File: config.mk
export PLATFORM = sky130hd
export DESIGN_NAME = ws2812_strip_sequencer
export DESIGN_NICKNAME = d
export VERILOG_FILES = /design/src/rtl/ws2812_strip_sequencer.sv
export SDC_FILE = /design/constraint.sdc
export NUM_CORES = 1
export LEC_CHECK = 0
export CORE_UTILIZATION = 29
export CTS_BUF_LIST = sky130_fd_sc_hd__clkbuf_4 sky130_fd_sc_hd__clkbuf_8 sky130_fd_sc_hd__clkbuf_16
export DETAILED_ROUTE_END_ITERATION = 16
export SLEW_MARGIN = 15
export SYNTH_ARGS = -nofsm -noshare
export SYNTH_HDL_FRONTEND = slang
export SYNTH_SLANG_ARGS = --single-unit
File: constraint.sdc
create_clock -name clk -period 7.11 [get_ports clk]
set_input_delay 1.0665 -clock clk [delete_from_list [all_inputs] [get_ports clk]]
set_output_delay 1.0665 -clock clk [all_outputs]
set_load 0.02 [all_outputs]
File: src/rtl/ws2812_strip_sequencer.sv
// Frame-level WS2812 driver: streams a NUM_LEDS x 24-bit pixel buffer to a
// downstream BitController one word at a time, then holds the latch period.
module ws2812_strip_sequencer #(
    parameter int unsigned F_CLK    = 12_000_000,
    parameter int unsigned NUM_LEDS = 8,
    parameter int unsigned LATCH_US = 300,
    localparam int unsigned AW      = (NUM_LEDS > 1) ? $clog2(NUM_LEDS) : 1
) (
    input  logic          clk,
    input  logic          reset,
    input  logic          wr_en,
    input  logic [AW-1:0] wr_addr,
    input  logic [23:0]   wr_data,
    input  logic          start,
    output logic [23:0]   bit_data,
    output logic          bit_load,
    input  logic          bit_done,
    output logic          busy,
    output logic          frame_done
);

    localparam int unsigned LATCH_CYC = F_CLK / 1_000_000 * LATCH_US;
    localparam int unsigned CW        = $clog2(LATCH_CYC + 1);

    typedef enum logic [2:0] {
        IDLE,
        LOAD,
        WAIT_BUSY,
        WAIT_DONE,
        LATCH
    } state_t;

    state_t        state;
    logic [AW-1:0] idx;
    logic [CW-1:0] cnt;
    logic [23:0]   pix [NUM_LEDS];

    // Buffer writes are independent of the FSM; LOAD samples the old word on a
    // same-cycle write, so a write to the pixel being loaded lands next frame.
    always_ff @(posedge clk or posedge reset) begin
        if (reset) begin
            state      <= IDLE;
            idx        <= '0;
            cnt        <= '0;
            bit_data   <= '0;
            bit_load   <= 1'b0;
            busy       <= 1'b0;
            frame_done <= 1'b0;
            for (int i = 0; i < int'(NUM_LEDS); i++) begin
                pix[i] <= '0;
            end
        end else begin
            bit_load   <= 1'b0;
            frame_done <= 1'b0;

            if (wr_en && (32'(wr_addr) < NUM_LEDS)) begin
                pix[wr_addr] <= wr_data;
            end

            case (state)
                IDLE: begin
                    if (start) begin
                        state <= LOAD;
                        idx   <= '0;
                        busy  <= 1'b1;
                    end
                end
                LOAD: begin
                    bit_data <= pix[idx];
                    bit_load <= 1'b1;
                    state    <= WAIT_BUSY;
                end
                WAIT_BUSY: begin
                    if (!bit_done) begin
                        state <= WAIT_DONE;
                    end
                end
                WAIT_DONE: begin
                    if (bit_done) begin
                        if (idx == AW'(NUM_LEDS - 1)) begin
                            state <= LATCH;
                            cnt   <= '0;
                        end else begin
                            state <= LOAD;
                            idx   <= idx + AW'(1);
                        end
                    end
                end
                LATCH: begin
                    if (cnt == CW'(LATCH_CYC - 1)) begin
                        state      <= IDLE;
                        busy       <= 1'b0;
                        frame_done <= 1'b1;
                    end else begin
                        cnt <= cnt + CW'(1);
                    end
                end
                default: begin
                    state <= IDLE;
                    busy  <= 1'b0;
                end
            endcase
        end
    end

endmodule

==> metrics.md <==
| Metric | Value |
|---|---|
| Outcome | `completed` |
| LEAKAGE | `5.151 nW` |
| Synth Area in Simple Gates | `5.676%` |
| Hold Slack | `0.4797 ns` |
| Warnings from Yosys | `0` |
| Sequential power share | `40.3%` |
| Beginning of the worst hold path | `pix[121]$_DFFE_PP0P_` |
| Worst-path maximum fanout | `13` |
| Final std cells w/o fill | `1,252` |
| Setup violations, final | `0` |
| Syn Inst Count | `715` |
| Clk pwr share | `31.4%` |
| First-pass GRT wire length | `38,580 µm` |
| Critical-path cell list | `clkdlybuf4s50_1 -> nand4b_1 -> buf_4 -> mux2_1` |
| Port Buf Inserts | `58` |
| Number of flops mapped to enable cells by yosys | `0` |
| FP Rows | `69` |
| R2R Path Start | `idx[0]$_DFFE_PP0P_` |
| Met2 Use GR | `21.26%` |
| R2r setup slk | `4.77 ns` |
| Synth top area cells | `dfrtp_1, mux2_1, mux4_2` |
| Pwr Density | `379.7 nW/µm²` |
| Layout cells sized above 1 | `21.11%` |
| Post-CTS Setup Inserts | `0` |
| Sw frac | `30.35%` |
| DR DRC count | `0` |
| Top FF cell, synth | `dfrtp_1` |
| Mux contribution to synthesized area | `31.56%` |
| Slowest CP cell | `nand4b_1` |
| Kind of critical path | `in -> reg` |
| Commonest cells after routing, fill and taps aside | `dfrtp_1, mux2_1, nand2_1` |
| Area Growth Syn to Fin | `19.65%` |
| M1 GR Usage | `19.32%` |
| Placed Cells | `1,203` |
| Max Cap Violations | `0` |
| CTS buffer count | `27` |
| Layer with the highest usage | `met2` |
| M3 GR Usage | `1.973%` |
| Hold buffer count at cts | `0` |
| Sink Count | `237` |
| # nets final | `806` |
| Post-CTS sizing | `0` |
| Hold Path Class | `reg -> reg` |
| WL/cell | `18.62 µm` |
| Initial antenna violation count | `0` |
| Initial DRT Pass Iterations | `4` |
| Final Slew Violations | `0` |
| Final-report hold violation count | `0` |
| Max clock buf depth | `3` |
| Vias in the first global route | `6,559` |
| Worst Tran Pin Value | `1.110 ns` |
| Initial Util | `29.44%` |
| Largest family of logic cells by synthesized area | `multiplexers` |
| Vias | `6,090` |
| Most common cell after layout, fill and taps aside | `dfrtp_1` |
| Adder-cell area share of the yosys netlist | `0.3585%` |
| Worst skew pair latency | `0.54 ns` |
| GPL Wtd Cong | `0.7261` |
| Die Wd | `192.0 µm` |
| RSZ-0062 raised after global routing | `false` |
| Share of synthesized registers carrying an async set or reset | `100.0%` |
| Hold EP | `pix[121]$_DFFE_PP0P_` |
| Die height | `192.0 µm` |
| Xor-xnor portion of the synthesized cell area | `0%` |
| Worst setup SP type | `input pin` |
| Post-Syn Nets | `750` |
| Worst reg2reg path depth | `6` |
| Relative slew slack | `25.90%` |
| Final wirelength | `23,320 µm` |
| Largest delay contributor family on the critical path | `buffers and inverters` |
| Netlist cell types | `45` |
| Fin Clk Skew | `0.01721 ns` |
| Die ar. | `36,870 µm²` |
| H-Tree Level Count | `1` |
| WHS Path Cells | `1` |
| P_int | `3.313 mW` |
| Post-synthesis compound-gate area fraction | `3.370%` |
| Top Ports | `59` |
| CP peak stage delay | `0.84 ns` |
| Clock-pin slew on the worst setup and hold paths | `0.06 ns` |
| Area share of the leading cell type in the synthesized netlist | `56.64%` |
| Post-route minimum period | `3.080 ns` |
| Sequential share of the synthesized area | `56.64%` |
| Core Footprint | `35,570 µm²` |
| CTS tree | `built` |
| Buf/Inv on CP | `2` |
| Fin Setup TNS | `0 ns` |
| Initial detailed-routing violation count | `402` |
| Largest net degree at the start of global routing | `155` |
| Upper clock frequency limit | `324.7 MHz` |
| RR Endpoint | `idx[0]$_DFFE_PP0P_` |
| Total gr overflow | `0` |
| Antenna viol nets, final | `0` |
| Detailed Place HPWL | `14,250 µm` |
| Number of synthesized register bits | `237` |
| Vias/cell | `4.864` |
| Mapped cell area | `10,470 µm²` |
| Period utilisation layout | `43.31%` |
| Power Total | `4.756 mW` |
| Gr usage total | `13.41%` |
| Syn Area/Cell | `14.64 µm²` |
| CP required | `7.52 ns` |
| Switch Pwr | `1.443 mW` |
| Post-synth top area cell | `dfrtp_1` |
| Worst IR drop on VDD | `234.6 µV` |
| Critical Path AT | `3.49 ns` |
| Ant. Diodes | `0` |
| Combinational power share | `28.3%` |
| Root Driver | `clkbuf_16` |
| CP Capture Type | `flip-flop` |
routing by layer:
metal / up-vias / routed length, µm
li1: 2750 / -
met1: 3227 / 11080
met2: 83 / 11090
met3: 30 / 784
met4: 0 / 361
met5: - / 0
synth_stat cells, types with 3 or more instances:
| cell type | n |
|---|---|
| dfrtp_1 | 237 |
| mux2_1 | 153 |
| nand2_1 | 62 |
| mux4_2 | 48 |
| mux2_2 | 40 |
| a31oi_1 | 30 |
| nor2_1 | 28 |
| buf_2 | 26 |
| clkbuf_1 | 12 |
| a21oi_1 | 7 |
| inv_1 | 6 |
| nand3_1 | 6 |
| mux2i_1 | 5 |
| buf_1 | 3 |
| ha_1 | 3 |
| nand4_1 | 3 |
| nand4b_1 | 3 |
| nor3_1 | 3 |
| nor3b_2 | 3 |
| o21ai_0 | 3 |
worst reg2reg max path, delay by kind of cell, from the launching register on:
family,cells,cell delay [ns]
mux,1,0.36
fa+ha+maj,2,0.58
simple gates,1,0.15
buf+inv,1,0.40
compound gates,1,0.35
flops,1,0.38
power groups by stage:
stage	Clock [mW]	Sequential, mW	Combinational (mW)
after floorplan	0	1.95	0.888
after global placement	0	1.93	1.35
after detailed placement	0	1.94	1.38
after CTS	1.54	1.92	1.38
after global routing	1.59	1.97	1.49
final	1.49	1.92	1.34
cell type report:
type / count / area [µm²]
Inverter: 7 / 30.03
Fill cell: 3406 / 23040
Sequential cell: 237 / 5933
Multi-Input combinational cell: 426 / 4319
Clock inverter: 12 / 206.4
Tap cell: 461 / 576.8
Timing Repair Buffer: 72 / 698.2
Clock buffer: 37 / 763.2
how the worst max path moves through the flow:
| stage | start | cells after the start | to |
|---|---|---|---|
| 2_1_floorplan | reset | 1 | bit_data[0]$_DFFE_PP0P_ |
| 3_3_place_gp | wr_addr[2] | 4 | pix[36]$_DFFE_PP0P_ |
| 3_5_place_dp | wr_addr[2] | 4 | pix[35]$_DFFE_PP0P_ |
| 4_1_cts | wr_addr[2] | 4 | pix[41]$_DFFE_PP0P_ |
| 5_1_grt | wr_addr[2] | 4 | pix[40]$_DFFE_PP0P_ |
| 6_report | wr_addr[2] | 4 | pix[40]$_DFFE_PP0P_ |
per-stage QoR:
step / setup WS, ns / utilization [%] / instance area (µm²)
detailed placement: 3.412 / 32.49 / 11560
floorplan: 2.938 / - / 10470
CTS: 3.980 / 35.22 / 12530
finish: 4.030 / 35.22 / 12530
global route: 3.908 / 35.22 / 12530
global placement: 3.512 / 32.49 / 11560
flip-flops by register name, summed over array words and instances, names as in the netlist:
register and cells:
pix 192, state 3, bit_load 1, frame_done 1, bit_data 24, cnt 12
busy 1, idx 3
logic make-up after synthesis:
| kind of cell | Yosys count |
|---|---|
| and+or+nand+nor | 124 |
| DFF | 237 |
| adders and majority gates | 3 |
| AOI/OAI and AO/OA | 53 |
| muxes | 246 |
| buffers and inverters | 52 |
(Power assumes the default switching activity.)
